--- src/rtl/xyolo_write_ctrl.sv ---
// Write-stage sequencer: issues the vread stream, the xyolo load strobes and the vwrite stream.
// Issue tags ride shift registers so every strobe lines up with the read and xyolo latencies.
//
// state | meaning
// IDLE  | waiting for run; done holds the result of the last sequence
// ISSUE | one vread per cycle while in_avail is high
// DRAIN | reads finished; waiting for the last vwrite to leave the pipeline
module xyolo_write_ctrl #(
  parameter int MEM_ADDR_W    = 10,
  parameter int VWRITE_ADDR_W = 10,
  parameter int CNT_W         = 16,
  parameter int RD_LAT        = 2,
  parameter int XYOLO_LAT     = 3
) (
  input  logic                     clk,
  input  logic                     rst_n,
  input  logic                     run,
  input  logic                     in_avail,
  input  logic [VWRITE_ADDR_W-1:0] cfg_n_out,
  input  logic [CNT_W-1:0]         cfg_n_mac,
  input  logic [MEM_ADDR_W-1:0]    cfg_rd_base,
  input  logic [MEM_ADDR_W-1:0]    cfg_out_stride,
  input  logic [VWRITE_ADDR_W-1:0] cfg_wr_base,
  input  logic                     cfg_maxpool,
  output logic                     vread_enB,
  output logic [MEM_ADDR_W-1:0]    vread_addrB,
  output logic                     ld_acc,
  output logic                     ld_mp,
  output logic                     ld_res,
  output logic                     vwrite_enB,
  output logic [VWRITE_ADDR_W-1:0] vwrite_addrB,
  output logic                     busy,
  output logic                     done
);

  localparam int K_W = VWRITE_ADDR_W + 2;
  localparam logic [XYOLO_LAT-1:0] WR_TOP = XYOLO_LAT'(1) << (XYOLO_LAT - 1);

  typedef enum logic [1:0] {IDLE, ISSUE, DRAIN} state_t;

  state_t                   state;
  logic [CNT_W-1:0]         n_mac_q, m_cnt;
  logic [K_W-1:0]           n_tot_q, k_cnt;
  logic [MEM_ADDR_W-1:0]    stride_q, row_addr, rd_addr;
  logic                     mp_q;
  logic [RD_LAT-1:0]        first_sr, last_sr, grp_sr;
  logic                     mp_grp_q;
  logic [XYOLO_LAT-1:0]     wr_sr;
  logic [VWRITE_ADDR_W-1:0] wr_addr;
  logic                     m_last, k_last, pending;

  assign m_last = (m_cnt == n_mac_q - CNT_W'(1));
  assign k_last = (k_cnt == n_tot_q - K_W'(1));
  // The write currently on vwrite_enB does not count: done must follow it by one cycle.
  assign pending = (|last_sr) | ld_mp | ld_res | mp_grp_q | (|(wr_sr & ~WR_TOP));

  assign vwrite_enB   = wr_sr[XYOLO_LAT-1];
  assign vwrite_addrB = wr_addr;

  always_ff @(posedge clk or negedge rst_n) begin
    if (!rst_n) begin
      state       <= IDLE;
      n_mac_q     <= '0;
      m_cnt       <= '0;
      n_tot_q     <= '0;
      k_cnt       <= '0;
      stride_q    <= '0;
      row_addr    <= '0;
      rd_addr     <= '0;
      mp_q        <= 1'b0;
      first_sr    <= '0;
      last_sr     <= '0;
      grp_sr      <= '0;
      mp_grp_q    <= 1'b0;
      wr_sr       <= '0;
      wr_addr     <= '0;
      vread_enB   <= 1'b0;
      vread_addrB <= '0;
      ld_acc      <= 1'b0;
      ld_mp       <= 1'b0;
      ld_res      <= 1'b0;
      busy        <= 1'b0;
      done        <= 1'b0;
    end else begin
      vread_enB <= 1'b0;
      for (int i = RD_LAT - 1; i > 0; i--) begin
        first_sr[i] <= first_sr[i-1];
        last_sr[i]  <= last_sr[i-1];
        grp_sr[i]   <= grp_sr[i-1];
      end
      first_sr[0] <= 1'b0;
      last_sr[0]  <= 1'b0;
      grp_sr[0]   <= 1'b0;

      ld_acc   <= first_sr[RD_LAT-1];
      ld_mp    <= mp_q & last_sr[RD_LAT-1];
      mp_grp_q <= mp_q & last_sr[RD_LAT-1] & grp_sr[RD_LAT-1];
      ld_res   <= mp_q ? mp_grp_q : last_sr[RD_LAT-1];

      for (int j = XYOLO_LAT - 1; j > 0; j--) wr_sr[j] <= wr_sr[j-1];
      wr_sr[0] <= ld_res;
      if (vwrite_enB) wr_addr <= wr_addr + VWRITE_ADDR_W'(1);

      case (state)
        IDLE: begin
          if (run) begin
            done     <= 1'b0;
            busy     <= 1'b1;
            n_mac_q  <= cfg_n_mac;
            n_tot_q  <= cfg_maxpool ? {cfg_n_out, 2'b00} : {2'b00, cfg_n_out};
            stride_q <= cfg_out_stride;
            mp_q     <= cfg_maxpool;
            m_cnt    <= '0;
            k_cnt    <= '0;
            row_addr <= cfg_rd_base;
            rd_addr  <= cfg_rd_base;
            wr_addr  <= cfg_wr_base;
            state    <= (cfg_n_out == '0 || cfg_n_mac == '0) ? DRAIN : ISSUE;
          end
        end
        ISSUE: begin
          if (in_avail) begin
            vread_enB   <= 1'b1;
            vread_addrB <= rd_addr;
            first_sr[0] <= (m_cnt == '0);
            last_sr[0]  <= m_last;
            grp_sr[0]   <= mp_q & (k_cnt[1:0] == 2'b11);
            if (m_last) begin
              m_cnt    <= '0;
              k_cnt    <= k_cnt + K_W'(1);
              row_addr <= row_addr + stride_q;
              rd_addr  <= row_addr + stride_q;
              if (k_last) state <= DRAIN;
            end else begin
              m_cnt   <= m_cnt + CNT_W'(1);
              rd_addr <= rd_addr + MEM_ADDR_W'(1);
            end
          end
        end
        DRAIN: begin
          if (!pending) begin
            done  <= 1'b1;
            busy  <= 1'b0;
            state <= IDLE;
          end
        end
        default: state <= IDLE;
      endcase
    end
  end

endmodule

--- config.mk ---
export PLATFORM = sky130hd
export DESIGN_NAME = xyolo_write_ctrl
export DESIGN_NICKNAME = d
export VERILOG_FILES = /design/src/rtl/xyolo_write_ctrl.sv
export SDC_FILE = /design/constraint.sdc
export NUM_CORES = 1
export LEC_CHECK = 0
export BUFFER_PORTS_ARGS = -buffer_cell sky130_fd_sc_hd__buf_2
export CORE_MARGIN = 3
export CORE_UTILIZATION = 40
export DETAILED_ROUTE_END_ITERATION = 6
export HOLD_SLACK_MARGIN = 0.05
export SKIP_CTS_REPAIR_TIMING = 1
export SYNTH_ARGS = -nofsm -noshare
export SYNTH_HDL_FRONTEND = slang
export SYNTH_SLANG_ARGS = --single-unit
--- constraint.sdc ---
create_clock -name clk -period 3.5 [get_ports clk]
set_input_delay 0.35 -clock clk [delete_from_list [all_inputs] [get_ports clk]]
set_output_delay 0.35 -clock clk [all_outputs]
set_load 0.005 [all_outputs]
# [After elaboration in Yosys (flattened, before gate mapping)]
# Cells that the tools add are included.
[word_totals] elab_cells=102 register_bits=125 output_inout_bits=27
[op_classes] reduce_logical=15 n_addsub=7 eq_ne=10 muxes=41 bitwise=7
[ops] cell="2-to-1 mux 10 bit" count=8
[ops] cell="2-to-1 mux 12 bit" count=4
[ops] cell="2-to-1 mux 16 bit" count=3
[ops] cell="case mux 10 bit (2 select lines)" count=2
[ops] cell="logical NOT 16 bit" count=2
[ops] cell="case mux 16 bit (2 select lines)" count=1
[ops] cell="case mux 12 bit (2 select lines)" count=1
[ops] cell="adder 10 x 1 -> 10 bit (second input constant)" count=2
[ops] cell="adder 16 x 1 -> 16 bit (second input constant)" count=1
[ops] cell="== test 16 bit" count=1
[ops] cell="subtractor 16 x 1 -> 16 bit (second input constant)" count=1
[ops] cell="2-to-1 mux 1 bit" count=13
[ops] cell="adder 12 x 1 -> 12 bit (second input constant)" count=1
[ops] cell="== test 12 bit" count=1
[ops] cell="2-to-1 mux 2 bit" count=6
[ops] cell="subtractor 12 x 1 -> 12 bit (second input constant)" count=1
[ops] cell="adder 10 bit" count=1
[ops] cell="logical NOT 10 bit" count=1
[ops] cell="inequality test 2 bit (second input constant)" count=5
[ops] cell="case mux 2 bit (3 select lines)" count=1
[ops] cell="AND reduction 3 bit" count=2
[ops] cell="AND reduction 5 bit" count=1
[ops] cell="== test 2 bit (second input constant)" count=2
[ops] cell="OR 1 bit" count=4
[ops] cell="9 further kinds" count=15

# [Logic depth before layout (Yosys ltp)]
[depth] depth_word=7 ltp_mapped=12 ltp_nobuf=10

# [Worst setup path after synthesis]
# OpenSTA, ideal clock, no wires.
[synth_timing] kind="register to register" from="register n_mac_q[0]" to="register row_addr[0]" setup_slack_ps=611 required_ps=3375 path_stages_with_launch=12 period_less_slack_ps=2889 t_arrival_ps=2764 path_cell_list="dfrtp_1 > clkbuf_2 > inv_1 > ha_1 > xor2_1 > nand2_1 > or4_4 > nor4_4 > a41oi_2 > buf_6 > nor2_2 > mux2_2"
[synth_between] elab_chain_cells=4
[synth_lines] element="from (decl)" line="42" rtl="logic [CNT_W-1:0] n_mac_q, m_cnt;"
[synth_lines] element="from (signal assigned)" line="109" rtl="n_mac_q <= cfg_n_mac;"
[synth_lines] element="subtractor 16 x 1 -> 16 bit" line="52" rtl="assign m_last = (m_cnt == n_mac_q - CNT_W'(1));"
[synth_lines] element="== test 16 bit" line="52"
[synth_lines] element="inequality test 2 bit (no source line)"
[synth_lines] element="AND reduction 4 bit (no source line)"
[synth_lines] element="to (signal assigned)" line="115" rtl="row_addr <= cfg_rd_base;"
[synth_lines] element="to (signal assigned)" line="131" rtl="row_addr <= row_addr + stride_q;"
[synth_lines] element="to (decl)" line="44" rtl="logic [MEM_ADDR_W-1:0] stride_q, row_addr, rd_addr;"
# Every way passes these cells.
# A chain may end at the register's enable or synchronous reset.

# [Worst setup path after layout]
[layout_timing] from="register n_mac_q[0]" to="register row_addr[9]"
# The elaborated chain is that of the path after synthesis.

==> flow_summary.yaml <==
place:
  port-buffer-count: 87
  place_congestion: 0.853
  hpwlAfterDp_mm: 13.3
die:
  fp.dieH_um: 140
  dieArea_um2: 19600
  fp-row-count: 48
  start_util_pct: 41.2
  core_um2: 17500
  pin_count: 88
  die_x_um: 140
run:
  drv_cap: 0
detailed_routing:
  ant_nets: 0
  vias: 6258
  drc: 0
  vias_per_cell: 5.59
  drtPass1Iterations: 6
  post_drt_wl_per_cell_um: 16.9
  wl_mm: 18.9
  drtIter0Drc: 567
global_routing:
  track_usage_pct: 20.0
  grt_pass1_vias: 6003
  antenna_found_initial: 1
  grt_overflow: 0
  grt_max_degree: 90
  grt_pass1_wl_mm: 31.7
sta:
  period_minus_slack_ps: 3150
  final-setup-viol-count: 0
  drv_slew: 0
  fmax_ghz: 0.318
  totalNegativeSetupSlack_ps: 0
  hold_viol: 0
  rsz0062_at_grt: "false"
  max_slew.worst_pin.slew_ps: 849
  slew_headroom_pct: 43.4
  finClkSkew_ps: 11.3
  final.period_utilization_pct: 89.9
finish:
  layout_common_cells: "165 x nand2_1, 125 x dfrtp_1, 86 x buf_2"
  n_fill_cell: 1704
  regArea_um2: 3130
  drive_above_1_share_pct: 17.4
  synthToLayoutAreaGrowth_pct: 18.6
  diodes: 0
  nNetsFinal: 959
  final_common_cell: "nand2_1"
  multi_input_area_um2: 3820
clock_tree:
  clk_pin_slew_worst_paths_ps: 60
  cts_num_sinks: 125
  cts-htree-levels: 4
  cts_made_buffers: 17
  cts_tree: "built"
  clock-root-buffer: "clkbuf_16"
  clk_latency_ps: 420
  clk_path_buf_depth: 2
yosys:
  ys_seq_area_share_pct: 43.5
  yosys_warnings: 0
  ys_seq_elements: 125
  synth_flop_cell: "dfrtp_1"
  synthArstFlopShare_pct: 100
  syn-instance-count: 800
  avgSynthCellArea_um2: 9.00
  synth_cell_types: 61
  syn_area_um2: 7200
  synth_edf_count: 0
  syn-num-nets: 878
worst_setup_path:
  crit_chain: "inv_1 > ha_1 > xor2_1 > nand2_1 > or4_4 > nor4_4 > a41oi_2 > buf_4 > nor2_2 > mux2_2"
  r2r_slack_ps: 350
  crit_fanout: 10
  worst_path_max_delay_cell: "or4_4"
  critPathArrivalTime_ps: 3450
  crit_type: "flip-flop to flip-flop"
  worst_ep_required_time_ps: 3800
  endpoint_kind: "flip-flop"
  slowest_delay_ps: 570
  start_kind: "flip-flop"
worst_hold_path:
  holdCritPathClass: "input port to flip-flop"
power_and_ir_drop:
  power_leakage_nw: 3.92
  peakVddDrop_mv: 0.383
  p_per_area_nw_per_um2: 750
  power.total_mw: 6.40
run_status:
  status: "completed"
## power by group
part / total [mW] / internal [mW] / switching, mW
clock: 1.92 / 1.25 / 0.669
combinational: 2.16 / 1.01 / 1.15
sequential: 2.33 / 1.84 / 0.484
total: 6.40 / 4.10 / 2.30
## metal layers
| metal | GRT usage, % | vias to the layer above | routed length, um |
|---|---|---|---|
| met5 | 0 | - | 7 |
| met4 | 5.05 | 2 | 256 |
| met3 | 5.09 | 21 | 1040 |
| met2 | 31.1 | 146 | 8660 |
| met1 | 28.0 | 3041 | 8960 |
| li1 | - | 3048 | - |
## critical path: cells and delay by family (launching register included)
kind / cells / cell delay (ps)
AOI/OAI and AO/OA: 1 / 170
xor gates and xnor gates: 1 / 130
adders and majority gates: 1 / 300
buffers and inverters: 2 / 290
DFF: 1 / 450
muxes: 1 / 390
and+or+nand+nor: 4 / 1300
## cells in the mapped netlist, types with 3 or more instances
| cell | number | area share [%] |
|---|---|---|
| xnor2_1 | 27 | 3.3 |
| nor4b_1 | 5 | 0.61 |
| o31ai_1 | 13 | 1.4 |
| nand3b_1 | 4 | 0.42 |
| inv_1 | 19 | 0.99 |
| nor2_1 | 25 | 1.3 |
| buf_1 | 4 | 0.21 |
| o21ai_0 | 52 | 3.6 |
| clkbuf_1 | 32 | 1.7 |
| xor2_1 | 35 | 4.3 |
| mux2_2 | 9 | 1.4 |
| and2_1 | 3 | 0.26 |
| nor3_1 | 21 | 1.5 |
| nand3_1 | 21 | 1.5 |
| buf_2 | 6 | 0.42 |
| o21a_1 | 11 | 1.1 |
| and4_1 | 4 | 0.49 |
| nand2_1 | 165 | 8.6 |
| nand4_1 | 19 | 1.7 |
| o22a_1 | 8 | 0.97 |
| nor4_1 | 15 | 1.3 |
| o41ai_1 | 4 | 0.49 |
| mux2i_1 | 14 | 1.9 |
| a31oi_1 | 6 | 0.52 |
| or3_1 | 4 | 0.35 |
| nor2b_1 | 7 | 0.61 |
| a21oi_1 | 25 | 1.7 |
| a211oi_1 | 3 | 0.31 |
| and3_1 | 26 | 2.3 |
| a31o_2 | 3 | 0.37 |
| nand2b_1 | 5 | 0.43 |
| or4_1 | 13 | 1.4 |
| o22ai_1 | 5 | 0.43 |
| o311ai_0 | 11 | 1.3 |
| dfrtp_1 | 125 | 43 |
| a21o_1 | 4 | 0.42 |
| ha_1 | 16 | 2.8 |
## cells by family (layout without fill, tap and decap cells)
group,Yosys count,in the layout,share of synthesized area [%]
mux,23,23,3.36
xor+xnor,62,62,7.55
buf+inv,63,157,3.51
fa+ha+maj,17,17,3.06
simple gates,348,348,24.2
flops,125,125,43.5
compound gates,162,162,14.8
## layout make-up
| cell class | count | share of cell area [%] |
|---|---|---|
| clock inverters | 10 | 1.86 |
| clock buffers | 22 | 5.56 |
| flip-flops and latches | 125 | 36.6 |
| inverters | 19 | 0.836 |
| multi-input cells | 612 | 44.8 |
| repair buffers | 106 | 7.02 |
| well taps | 225 | 3.30 |
## worst paths after layout
check / startpoint / endpoint / cells past startpoint
setup / recovery: n_mac_q[0]$_DFFE_PN0P_ / row_addr[9]$_DFFE_PN0P_ / 10
hold / removal: cfg_out_stride[7] / stride_q[7]$_DFFE_PN0P_ / 3
setup reg to reg: n_mac_q[0]$_DFFE_PN0P_ / row_addr[9]$_DFFE_PN0P_ / 10
hold reg to reg: first_sr[1]$_DFF_PN0_ / ld_acc$_DFF_PN0_ / 0
max in group asynchronous: rst_n / stride_q[9]$_DFFE_PN0P_ / 3
min in group asynchronous: rst_n / n_tot_q[9]$_DFFE_PN0P_ / 2
## per-stage QoR
step | worst slack, ps | utilization [%] | instance area [um2] | hold WS, ps | instances
after floorplan | 611 | - | 7200 | 54.4 | 800
after global routing | 82.4 | 48.8 | 8540 | 120 | 1119
after CTS | 335 | 48.8 | 8530 | 50.4 | 1118
after global placement | 426 | 45.2 | 7890 | 334 | 1086
after detailed placement | 340 | 45.2 | 7890 | 336 | 1086
final | 353 | 48.8 | 8540 | 119 | 1119
## flip-flops by register name, indices dropped and copies added, names as in the netlist
name	flops
vread_enB	1
n_mac_q	16
ld_res	1
busy	1
vread_addrB	10
first_sr	2
state	2
k_cnt	12
m_cnt	16
wr_sr	3
mp_q	1
rd_addr	10
last_sr	2
ld_mp	1
stride_q	10
ld_acc	1
grp_sr	2
n_tot_q	12
row_addr	10
vwrite_addrB	10
mp_grp_q	1
done	1
Power figures use the tool's default switching activity.
